<file path="config.mk">
export PLATFORM = sky130hd
export DESIGN_NAME = uart_tx
export DESIGN_NICKNAME = d
export VERILOG_FILES = /design/src/rtl/uart_defs.sv /design/src/rtl/uart_baud_counter.sv /design/src/rtl/uart_tx.sv
export SDC_FILE = /design/constraint.sdc
export NUM_CORES = 1
export LEC_CHECK = 0
export CAP_MARGIN = 20
export CORE_MARGIN = 4
export CORE_UTILIZATION = 38
export CTS_BUF_LIST = sky130_fd_sc_hd__clkbuf_2
export CTS_CLUSTER_DIAMETER = 50
export DETAILED_ROUTE_END_ITERATION = 8
export GPL_ROUTABILITY_DRIVEN = 0
export PLACE_DENSITY = 0.57
export SLEW_MARGIN = 15
export SYNTH_ARGS = -nofsm -noshare
export SYNTH_HDL_FRONTEND = slang
export SYNTH_SLANG_ARGS = --single-unit
export TNS_END_PERCENT = 50
</file>
<file path="constraint.sdc">
create_clock -name clk -period 2.7 [get_ports clk]
set_input_delay 0.54 -clock clk [delete_from_list [all_inputs] [get_ports clk]]
set_output_delay 0.54 -clock clk [all_outputs]
set_load 0.005 [all_outputs]
</file>
<file path="src/rtl/uart_defs.sv">
// Definitions shared by the UART transmit and receive paths: FSM states,
// line levels and parity modes.
package uart_defs;

  typedef enum logic [2:0] {
    ST_IDLE   = 3'd0,
    ST_START  = 3'd1,
    ST_DATA   = 3'd2,
    ST_PARITY = 3'd3,
    ST_STOP   = 3'd4
  } uart_state_t;

  localparam logic LINE_IDLE  = 1'b1;
  localparam logic LINE_START = 1'b0;

  localparam logic PARITY_MODE_EVEN = 1'b0;
  localparam logic PARITY_MODE_ODD  = 1'b1;

  // Narrower words are zero-extended by the caller, which leaves the XOR unchanged.
  function automatic logic parity_of(input logic [8:0] data, input logic mode);
    return (^data) ^ mode;
  endfunction

endpackage

</file>
<file path="src/rtl/uart_baud_counter.sv">
// Clocks-per-bit counter: bit_done marks the last cycle of each serial bit.
module uart_baud_counter #(
  parameter int CLKS_PER_BIT = 16
) (
  input  logic clk,
  input  logic rst,
  input  logic clr,
  output logic bit_done
);

  localparam int CNT_W = (CLKS_PER_BIT > 1) ? $clog2(CLKS_PER_BIT) : 1;
  localparam logic [CNT_W-1:0] TERM = CNT_W'(CLKS_PER_BIT - 1);

  logic [CNT_W-1:0] cnt_reg;

  assign bit_done = (cnt_reg == TERM);

  always_ff @(posedge clk) begin
    if (rst || clr) begin
      cnt_reg <= '0;
    end else if (bit_done) begin
      cnt_reg <= '0;
    end else begin
      cnt_reg <= cnt_reg + 1'b1;
    end
  end

endmodule

</file>
<file path="src/rtl/uart_tx.sv">
// UART transmitter: valid/ready byte in, start + data (LSB first) + optional
// parity + stop bits out on a registered, idle-high serial line.
module uart_tx
  import uart_defs::*;
#(
  parameter int DATA_BITS    = 8,
  parameter int CLKS_PER_BIT = 16,
  parameter int PARITY_EN    = 0,
  parameter int PARITY_ODD   = 0,
  parameter int STOP_BITS    = 1
) (
  input  logic                 clk,
  input  logic                 rst,
  input  logic                 en,
  input  logic [DATA_BITS-1:0] tx_data,
  input  logic                 tx_valid,
  output logic                 tx_ready,
  output logic                 tx,
  output logic                 busy
);

  localparam int IDX_W = $clog2(DATA_BITS + 1);
  localparam logic [IDX_W-1:0] LAST_DATA = IDX_W'(DATA_BITS - 1);
  localparam logic [IDX_W-1:0] LAST_STOP = IDX_W'(STOP_BITS - 1);
  localparam logic PAR_MODE = (PARITY_ODD != 0) ? PARITY_MODE_ODD : PARITY_MODE_EVEN;

  uart_state_t          state_reg;
  logic [DATA_BITS-1:0] shift_reg;
  logic [IDX_W-1:0]     idx_reg;
  logic                 parity_reg;
  logic                 bit_done;
  logic                 accept;
  logic                 clr;

  assign tx_ready = (state_reg == ST_IDLE) && en;
  assign accept   = tx_valid && tx_ready;
  // Holding the counter clear while idle makes the start bit a full period.
  assign clr      = (state_reg == ST_IDLE);

  uart_baud_counter #(
    .CLKS_PER_BIT(CLKS_PER_BIT)
  ) u_baud (
    .clk     (clk),
    .rst     (rst),
    .clr     (clr),
    .bit_done(bit_done)
  );

  always_ff @(posedge clk) begin
    if (rst) begin
      state_reg  <= ST_IDLE;
      shift_reg  <= '0;
      idx_reg    <= '0;
      parity_reg <= 1'b0;
      tx         <= LINE_IDLE;
      busy       <= 1'b0;
    end else begin
      case (state_reg)
        ST_IDLE: begin
          tx   <= LINE_IDLE;
          busy <= 1'b0;
          if (accept) begin
            shift_reg  <= tx_data;
            parity_reg <= parity_of(9'(tx_data), PAR_MODE);
            idx_reg    <= '0;
            tx         <= LINE_START;
            busy       <= 1'b1;
            state_reg  <= ST_START;
          end
        end
        ST_START: begin
          if (bit_done) begin
            tx        <= shift_reg[0];
            state_reg <= ST_DATA;
          end
        end
        ST_DATA: begin
          if (bit_done) begin
            if (idx_reg == LAST_DATA) begin
              idx_reg <= '0;
              if (PARITY_EN != 0) begin
                tx        <= parity_reg;
                state_reg <= ST_PARITY;
              end else begin
                tx        <= LINE_IDLE;
                state_reg <= ST_STOP;
              end
            end else begin
              shift_reg <= shift_reg >> 1;
              tx        <= shift_reg[1];
              idx_reg   <= idx_reg + 1'b1;
            end
          end
        end
        ST_PARITY: begin
          if (bit_done) begin
            tx        <= LINE_IDLE;
            state_reg <= ST_STOP;
          end
        end
        ST_STOP: begin
          // The bit index is reused here to count stop bits.
          if (bit_done) begin
            if (idx_reg == LAST_STOP) begin
              idx_reg   <= '0;
              busy      <= 1'b0;
              state_reg <= ST_IDLE;
            end else begin
              idx_reg <= idx_reg + 1'b1;
            end
          end
        end
        default: begin
          tx        <= LINE_IDLE;
          busy      <= 1'b0;
          state_reg <= ST_IDLE;
        end
      endcase
    end
  end

endmodule

</file>
==> reports/metrics.yaml, run 1 <==
cells_and_area:
  drive_gt1_share_pct: 13.5
  fillers: 319
  stdcell_area_mm2: 0.00134
  largest_reg_flops: 8
  antennaDiodeCount: 0
  syn2layout_area_growth_pct: 11.8
  stdcell_count: 192
  nets: 164
cts:
  insertion_delay_ps: 320
  cts.path.max_buffers: 2
  hold_buffers: 0
  root_buffer: "clkbuf_2"
  clkTransAtPathRegs_ps: 210
  cts_max_level: 1
  cts_buffers: 3
  clock-sinks: 21
  cts_resized: 0
  cts_setup_buffers: 0
  cts_tree: "yes"
yosys:
  synth_area_leaders: "dfxtp_1 35%, a21oi_1 5.8%, nand2_1 5.3%"
  synth_cells: 139
  synthArstFlopShare_pct: 0
  syn_area_per_cell_um2: 8.63
  synth_edf_count: 0
  yosys.area_share.simple_pct: 24.6
  synth.distinct_cells: 47
  yosys.area.top_type: "dfxtp_1"
  yosysSeqAreaShare_pct: 35.0
  synth.most_common_cell: "dfxtp_1"
  synthTopCellsByCount: "21 x dfxtp_1, 17 x nand2_1, 14 x a21oi_1"
  synth_xor_area_share_pct: 1.46
  yosys.area_share.adder_pct: 3.13
  synth_compound_area_share_pct: 26.5
  synth_fp_nets: 154
  synthFlopType: "dfxtp_1"
  ys_ff_latch: 21
  synth_top_family_by_area: "compound AO/OA/AOI/OAI gates"
  syn-cell-area_mm2: 0.00120
  synth.top_cell.area_share_pct: 35.0
  synth_warnings: 0
  synthMuxAreaShare_pct: 0
critical_path:
  critPathMaxStageDelay_ps: 490
  reg2reg_slack_ps: 870
  ff2ff_path_depth: 4
  r2r_start: "state_reg[1]$_SDFFE_PP0P_"
  cp-start-kind: "flip-flop"
  r2r_end: "shift_reg[5]$_SDFFE_PP0P_"
  critical_path_class: "flip-flop to output pin"
  end_kind: "output pin"
  crit_path_top_delay_cell: "clkdlybuf4s50_1"
  required_ps: 2160
  crit_chain: "nor2_1, and3_1, clkdlybuf4s50_1"
  cp.arrival_ps: 1700
  path_max_fanout: 10
sta:
  layout_worst_path_cycle_share_pct: 83.1
  slew_violations: 0
  hold_viol: 0
  clock.fmax_mhz: 446
  final.setup.tns_ps: 0
  setup_violations: 0
  worstMarginPinSlew_ps: 647
  slew_headroom_pct: 56.7
  skew_ps: 12.1
  period_minus_slack_ps: 2240
  rsz0062_at_grt: "no"
power:
  sw_frac_of_total_pct: 26.0
  pwr-share-seq_pct: 61.1
  clkPwrFrac_pct: 25.1
  p_switching_w: 0.000141
  p_leak_nw: 0.471
  irDropWorstVdd_mv: 0.146
  combPwrFrac_pct: 13.8
  power_density_mw_per_mm2: 404
  p_int_w: 0.000401
grt:
  grt_usage_pct: 13.9
  grt_overflow: 0
  busiest_layer: "met2"
  grt_use_met3_pct: 3.34
  grt_pass1_vias: 996
  met1_usage_pct: 18.1
  grt_pass1_wl_um: 4570
  use_met2_pct: 21.5
  antenna_found_initial: 0
  grt_max_degree: 15
hold_path:
  hold_path_class: "flip-flop to flip-flop"
  min_from: "shift_reg[7]$_SDFFE_PP0P_"
  hold_path_end: "shift_reg[6]$_SDFFE_PP0P_"
  whs_path_depth: 2
route:
  drt-total-wl_um: 2590
  vias: 1036
  final_antenna_net_count: 0
  firstDrtPassIters: 4
  drt-initial-drc-count: 52
  avgViaCountPerCell: 5.40
  drc: 0
  wire_per_inst_um: 13.5
placement:
  dp.cells: 188
  hpwl_um: 1900
  io_buffers: 14
  place_area_mm2: 0.00132
die:
  fp.dieH_um: 64.2
  rows: 20
  dieArea_mm2: 0.00412
  start_util_pct: 39.6
  die_width_um: 64.2
  io_pins: 15
  coreArea_mm2: 0.00303
run:
  drv_cap: 0
status:
  status: "complete, no violations"
## metal layers
| metal | vias up | share of wire (%) |
|---|---|---|
| met1 | 479 | 47 |
| met5 | - | 0 |
| met4 | 0 | 1.4 |
| met3 | 4 | 4.1 |
| met2 | 28 | 47 |
| li1 | 525 | - |
## kinds of logic after synthesis
kind of cell,after synthesis
buffers and inverters,18
flip-flops,21
adder cells (fa/ha/maj),3
AO/OA/AOI/OAI,41
AND/OR/NAND/NOR,54
XOR/XNOR,2
## cell type report
class                   instances  area (µm²)  share of cell area (%)
inverters                       8        30.0                    2.24
multi-input cells             100         668                    49.8
well taps                      44        55.1                    4.10
flip-flops and latches         21         420                    31.3
repair buffers                 15         148                    11.0
clock buffers                   4        20.0                    1.49
## through the flow
step                      util (%)  hold slack, ps  total power (W)  worst slack [ps]
after floorplan                  -             418         0.000383              1220
after global placement        43.6             432         0.000410               491
after detailed placement      43.6             460         0.000412               474
after CTS                     44.3             485         0.000549               442
after global routing          44.3             506         0.000577               312
final                         44.3             484         0.000542               457
## power groups by stage
stage / clock, W / sequential, W / combinational (W)
after detailed placement: 0 / 0.000337 / 0.0000750
after global routing: 0.000160 / 0.000334 / 0.0000835
after CTS: 0.000143 / 0.000331 / 0.0000756
after global placement: 0 / 0.000337 / 0.0000739
after floorplan: 0 / 0.000334 / 0.0000495
final: 0.000136 / 0.000331 / 0.0000749
## critical path: cells and delay by family (launching register included)
kind | cells | cell delay [ps]
and+or+nand+nor | 2 | 450
buffers and inverters | 1 | 490
DFF | 1 | 460
## cell usage in the layout (no fill, tap or decap), types with 2 or more instances in the layout
| cell type | netlist | layout |
|---|---|---|
| o32ai_2 | 2 | 2 |
| nand3b_1 | 2 | 2 |
| nor2_1 | 8 | 8 |
| clkbuf_2 | 0 | 4 |
| and2_1 | 2 | 2 |
| a311oi_1 | 7 | 7 |
| nand4_1 | 3 | 3 |
| nand2_1 | 17 | 17 |
| o21ai_0 | 2 | 2 |
| nand3_1 | 3 | 3 |
| dfxtp_1 | 21 | 21 |
| and3_1 | 2 | 2 |
| ha_1 | 3 | 3 |
| nor3_1 | 4 | 4 |
| clkdlybuf4s50_1 | 0 | 14 |
| or3_1 | 2 | 2 |
| a21o_1 | 2 | 2 |
| inv_1 | 8 | 8 |
| o21ai_2 | 2 | 2 |
| a21oi_1 | 14 | 14 |
## worst max-delay path by stage
| stage | from | to | slack (ps) |
|---|---|---|---|
| after global placement | en | tx_ready | 490 |
| final | state_reg[1]$_SDFFE_PP0P_ | tx_ready | 460 |
| after global routing | state_reg[0]$_SDFFE_PP0P_ | tx_ready | 310 |
| after detailed placement | en | tx_ready | 470 |
| after CTS | state_reg[1]$_SDFFE_PP0P_ | tx_ready | 440 |
| after floorplan | idx_reg[0]$_SDFFE_PP0P_ | shift_reg[0]$_SDFFE_PP0P_ | 1220 |
Note: power is estimated with default switching activity, not from simulation.
==> run 2, diff against run 1 <==
--- a/config.mk
+++ b/config.mk
@@ -12,7 +12,7 @@
 export CTS_CLUSTER_DIAMETER = 50
 export DETAILED_ROUTE_END_ITERATION = 8
 export GPL_ROUTABILITY_DRIVEN = 0
-export PLACE_DENSITY = 0.57
+export PLACE_DENSITY = 0.59
 export SLEW_MARGIN = 15
 export SYNTH_ARGS = -nofsm -noshare
 export SYNTH_HDL_FRONTEND = slang
==> constraint.sdc (replaced) <==
create_clock -name clk -period 1.8 [get_ports clk]
set_input_delay 0.36 -clock clk [delete_from_list [all_inputs] [get_ports clk]]
set_output_delay 0.36 -clock clk [all_outputs]
set_load 0.005 [all_outputs]
==> run 2 against run 1 <==
Against the previous run: final area increased by 7.8%; combinational power increased by 74%; via count increased by 4.6%; sequential share of layout area decreased by 1.8 points; die area unchanged; count of clock-buffer cells in the layout unchanged; worst setup slack got worse by 300 ps; largest cell class unchanged; largest power group unchanged.
==> reports/metrics.yaml, run 2 (synthesis gave the netlist of run 1 again) <==
status:
  status: "complete, no violations"
hold_path:
  hold_path_end: "u_baud.cnt_reg[0]$_SDFF_PP0_"
  hold_path_class: "flip-flop to flip-flop"
  min_from: "u_baud.cnt_reg[0]$_SDFF_PP0_"
  whs_path_depth: 1
power:
  p_int_w: 0.000610
  pwr-share-seq_pct: 59.5
  power_density_mw_per_mm2: 569
  sw_frac_of_total_pct: 25.8
  p_leak_nw: 0.539
  clkPwrFrac_pct: 24.7
  p_switching_w: 0.000213
  irDropWorstVdd_mv: 0.285
  combPwrFrac_pct: 15.8
cts:
  cts_tree: "yes"
  cts_buffers: 3
  cts_max_level: 1
  clkTransAtPathRegs_ps: 200
  clock-sinks: 21
  root_buffer: "clkbuf_2"
  hold_buffers: 0
  cts.path.max_buffers: 2
  insertion_delay_ps: 320
grt:
  grt_pass1_wl_um: 4490
  grt_usage_pct: 13.5
  grt_pass1_vias: 1001
  grt_max_degree: 15
  grt_overflow: 0
  antenna_found_initial: 0
critical_path:
  ff2ff_path_depth: 6
  critical_path_class: "flip-flop to flip-flop"
  crit_path_top_delay_cell: "or3b_1"
  critPathMaxStageDelay_ps: 430
  end_kind: "flip-flop"
  cp_common_cell: "buf_4"
  path_buf_inv: 2
  path_max_fanout: 6
  required_ps: 2050
  cp-start-kind: "flip-flop"
  cp.arrival_ps: 1900
  crit_chain: "buf_4, buf_4, or3b_1, o21ai_2, a21oi_2, nor4_2"
  r2r_end: "idx_reg[2]$_SDFFE_PP0P_"
  crit_family: "simple AND/OR/NAND/NOR gates"
  reg2reg_slack_ps: 150
  r2r_start: "state_reg[1]$_SDFFE_PP0P_"
cells_and_area:
  fillers: 312
  largest_reg_flops: 8
  final_cell_mix: "19 x dfxtp_1, 17 x nand2_1, 14 x a21oi_1, 14 x buf_4, 12 x clkdlybuf4s50_1"
  antennaDiodeCount: 0
  drive_gt1_share_pct: 22.4
  syn2layout_area_growth_pct: 20.5
  nets: 177
  final_common_cell: "dfxtp_1"
  stdcell_count: 205
  stdcell_area_mm2: 0.00145
die:
  die_width_um: 64.2
  rows: 20
  coreArea_mm2: 0.00303
  dieArea_mm2: 0.00412
  start_util_pct: 39.6
  io_pins: 15
  fp.dieH_um: 64.2
placement:
  place_area_mm2: 0.00140
  io_buffers: 14
  dp.cells: 199
  hpwl_um: 1950
run:
  drv_cap: 0
route:
  firstDrtPassIters: 4
  avgViaCountPerCell: 5.29
  final_antenna_net_count: 0
  vias: 1084
  drc: 0
  drt-total-wl_um: 2640
  wire_per_inst_um: 12.9
  drt-initial-drc-count: 48
sta:
  rsz0062_at_grt: "no"
  clock.fmax_mhz: 607
  period_minus_slack_ps: 1650
  slew_headroom_pct: 62.7
  hold_viol: 0
  slew_violations: 0
  skew_ps: 3.72
  worstMarginPinSlew_ps: 558
  layout_worst_path_cycle_share_pct: 91.5
  setup_violations: 0
-- run 2: cell count changes in the layout (fill, tap and decap cells not counted) --
cell / before / now
clkdlybuf4s50_1: 14 / 12
dfxtp_1: 21 / 19
nor2_1: 8 / 7
dlygate4sd2_1: 0 / 2
dfxtp_4: 0 / 2
buf_4: 1 / 14
nor2_2: 0 / 1
-- run 2: stage by stage --
stage	hold WS (ps)	TNS, ps	power (W)	utilization (%)	setup slack (ps)
5_1_grt	504	0	0.000874	47.8	7.11
3_5_place_dp	459	-73.9	0.000634	46.4	-56.6
6_report	471	0	0.000823	47.8	153
4_1_cts	484	0	0.000837	47.5	86.3
2_1_floorplan	418	0	0.000575	-	324
3_3_place_gp	430	-54.4	0.000633	46.4	-54.4
-- run 2: power groups by stage --
stage	clock, W	combinational, W	sequential [W]
floorplan	0	0.0000743	0.000501
global placement	0	0.000131	0.000502
detailed placement	0	0.000132	0.000502
CTS	0.000217	0.000131	0.000490
global route	0.000236	0.000145	0.000493
finish	0.000203	0.000130	0.000490
-- run 2: worst max-delay path by stage --
| stage | slack, ps | to | cells after the start | startpoint |
|---|---|---|---|---|
| finish | 150 | idx_reg[2]$_SDFFE_PP0P_ | 6 | state_reg[1]$_SDFFE_PP0P_ |
| global route | 7 | shift_reg[0]$_SDFFE_PP0P_ | 7 | u_baud.cnt_reg[0]$_SDFF_PP0_ |
| CTS | 90 | shift_reg[6]$_SDFFE_PP0P_ | 6 | u_baud.cnt_reg[0]$_SDFF_PP0_ |
| detailed placement | -60 | tx_ready | 3 | en |
| global placement | -50 | tx_ready | 3 | en |
| floorplan | 320 | shift_reg[0]$_SDFFE_PP0P_ | 6 | idx_reg[0]$_SDFFE_PP0P_ |
-- run 2: per-layer routing --
layer / vias up / global-route usage (%) / share of wire (%)
li1: 546 / - / -
met1: 512 / 18.0 / 48
met2: 24 / 21.4 / 47
met3: 2 / 2.81 / 4.7
met4: 0 / 4.75 / 0.42
met5: - / 0 / 0
-- run 2: worst reg2reg max path, cell delays in order, from the launching register on --
cell	delay (ps)
dfxtp_4	390
buf_4	150
buf_4	140
or3b_1	430
o21ai_2	170
a21oi_2	40
nor4_2	260
-- run 2: what timing repair did --
action                     CTS  global route
buffers inserted             1             1
resized for setup            7             0
setup endpoints to repair    1             9
gates cloned                 0             0
pin swaps                    0             2
-- run 2: final cells by class --
cell class / count / area (µm²) / share of cell area (%)
multi-input cells: 100 / 671 / 46.4
repair buffers: 28 / 243 / 16.8
well taps: 44 / 55.1 / 3.81
clock buffers: 4 / 20.0 / 1.38
flip-flops and latches: 21 / 428 / 29.6
inverters: 8 / 30.0 / 2.08
==> run 3, diff against run 2 <==
--- a/config.mk
+++ b/config.mk
@@ -12,6 +12,7 @@
 export CTS_CLUSTER_DIAMETER = 50
 export DETAILED_ROUTE_END_ITERATION = 8
 export GPL_ROUTABILITY_DRIVEN = 0
+export MAX_ROUTING_LAYER = met4
 export PLACE_DENSITY = 0.59
 export SLEW_MARGIN = 15
 export SYNTH_ARGS = -nofsm -noshare
==> run 3 against run 2 <==
Against the previous run: flip-flop and latch count stayed put; worst setup slack worse by 1.5 ps; first-iteration DRC count is 8.3% lower; hold slack hardly changed; highest routed layer unchanged; final area stayed put; largest cell class unchanged; via count is 0.74% lower.
==> reports/metrics.yaml, run 3 (synthesis gave the netlist of run 1 again) <==
status:
  status: "complete, no violations"
die:
  dieArea_mm2: 0.00412
  fp.dieH_um: 64.2
  start_util_pct: 39.6
  rows: 20
  io_pins: 15
  die_width_um: 64.2
  coreArea_mm2: 0.00303
route:
  drt-total-wl_um: 2650
  avgViaCountPerCell: 5.25
  firstDrtPassIters: 4
  final_antenna_net_count: 0
  drt-initial-drc-count: 44
  drc: 0
  vias: 1076
  wire_per_inst_um: 12.9
hold_path:
  min_from: "u_baud.cnt_reg[0]$_SDFF_PP0_"
  hold_path_class: "flip-flop to flip-flop"
cells_and_area:
  nets: 177
  antennaDiodeCount: 0
  largest_reg_flops: 8
  drive_gt1_share_pct: 22.4
  final_cell_mix: "19 x dfxtp_1, 17 x nand2_1, 14 x a21oi_1, 14 x buf_4, 12 x clkdlybuf4s50_1"
  fillers: 312
  syn2layout_area_growth_pct: 20.5
  final_common_cell: "dfxtp_1"
sta:
  postLayoutSetupSlackWorst_ps: 152
  slew_headroom_pct: 62.7
  hold_viol: 0
  skew_ps: 4.60
  layout_worst_path_cycle_share_pct: 91.6
  slew_violations: 0
  rsz0062_at_grt: "no"
  clock.fmax_mhz: 607
  worstMarginPinSlew_ps: 558
  period_minus_slack_ps: 1650
  setup_violations: 0
  final.setup.tns_ps: 0
power:
  p_switching_w: 0.000212
  pwr-share-seq_pct: 59.6
  power_density_mw_per_mm2: 569
  p_leak_nw: 0.539
  clkPwrFrac_pct: 24.6
  p_int_w: 0.000610
  sw_frac_of_total_pct: 25.8
  irDropWorstVdd_mv: 0.284
  combPwrFrac_pct: 15.8
critical_path:
  critical_path_class: "flip-flop to flip-flop"
  path_max_fanout: 6
  critPathLaunch: "state_reg[1]$_SDFFE_PP0P_"
  cp.arrival_ps: 1900
  end_kind: "flip-flop"
  required_ps: 2050
  r2r_start: "state_reg[1]$_SDFFE_PP0P_"
  cp-start-kind: "flip-flop"
grt:
  grt_max_degree: 15
  grt_pass1_wl_um: 4490
  grt_overflow: 0
  grt_usage_pct: 13.9
  antenna_found_initial: 0
  grt_pass1_vias: 1000
placement:
  hpwl_um: 1950
  dp_slack_ps: -56.6
  io_buffers: 14
cts:
  cts_max_level: 1
  insertion_delay_ps: 320
  cts_tree: "yes"
  cts.path.max_buffers: 2
  clkTransAtPathRegs_ps: 200
  cts_buffers: 3
  clock-sinks: 21
  root_buffer: "clkbuf_2"
run:
  drv_cap: 0
[run 3: cell counts in the layout (fill, tap and decap cells not counted)]
No cell type changed its count.
[run 3: per-layer routing]
| metal | track usage, % | share of wire [%] | up-vias | wire length, µm |
|---|---|---|---|---|
| met5 | - | 0 | - | 0 |
| met4 | 4.75 | 0.42 | 0 | 11 |
| met3 | 2.81 | 4.1 | 2 | 108 |
| met2 | 21.3 | 47 | 19 | 1240 |
| met1 | 18.1 | 49 | 510 | 1290 |
| li1 | - | - | 545 | - |
[run 3: power by group through the flow]
stage	registers, W	clock network, W	logic, W
finish	0.000490	0.000202	0.000130
detailed placement	0.000502	0	0.000132
floorplan	0.000501	0	0.0000743
CTS	0.000490	0.000217	0.000131
global route	0.000493	0.000236	0.000145
global placement	0.000502	0	0.000131
[run 3: cell type report]
type	instances	area (µm²)	area share (%)
Multi-Input combinational cell	100	671	46.4
Sequential cell	21	428	29.6
Inverter	8	30.0	2.08
Timing Repair Buffer	28	243	16.8
Tap cell	44	55.1	3.81
Clock buffer	4	20.0	1.38
[run 3: worst paths after layout]
kind | end | cells past startpoint | slack [ps]
hold / removal | u_baud.cnt_reg[0]$_SDFF_PP0_ | 1 | 470
setup reg to reg | idx_reg[2]$_SDFFE_PP0P_ | 6 | 150
setup / recovery | idx_reg[2]$_SDFFE_PP0P_ | 6 | 150
hold reg to reg | u_baud.cnt_reg[0]$_SDFF_PP0_ | 1 | 470
[run 3: worst max-delay path, stage by stage, from the launching register on]
cell and delay, ps:
dfxtp_4 390, buf_4 150, buf_4 140, or3b_1 430
o21ai_2 170, a21oi_2 40, nor4_2 260
[run 3: metrics by stage]
stage | hold slack, ps | util (%) | power (W) | instance area [µm²] | std cells
2_1_floorplan | 418 | - | 0.000575 | 1200 | 139
3_3_place_gp | 430 | 46.4 | 0.000633 | 1400 | 199
3_5_place_dp | 459 | 46.4 | 0.000634 | 1400 | 199
4_1_cts | 484 | 47.5 | 0.000837 | 1440 | 204
5_1_grt | 504 | 47.8 | 0.000874 | 1450 | 205
6_report | 471 | 47.8 | 0.000822 | 1450 | 205
[run 3: repair_timing]
| action | 4_1_cts | 5_1_grt |
|---|---|---|
| hold buffers | 0 | 0 |
| setup endpoints to repair | 1 | 9 |
| buffers inserted | 1 | 1 |
| resized for setup | 7 | 0 |
| pin swaps | 0 | 2 |
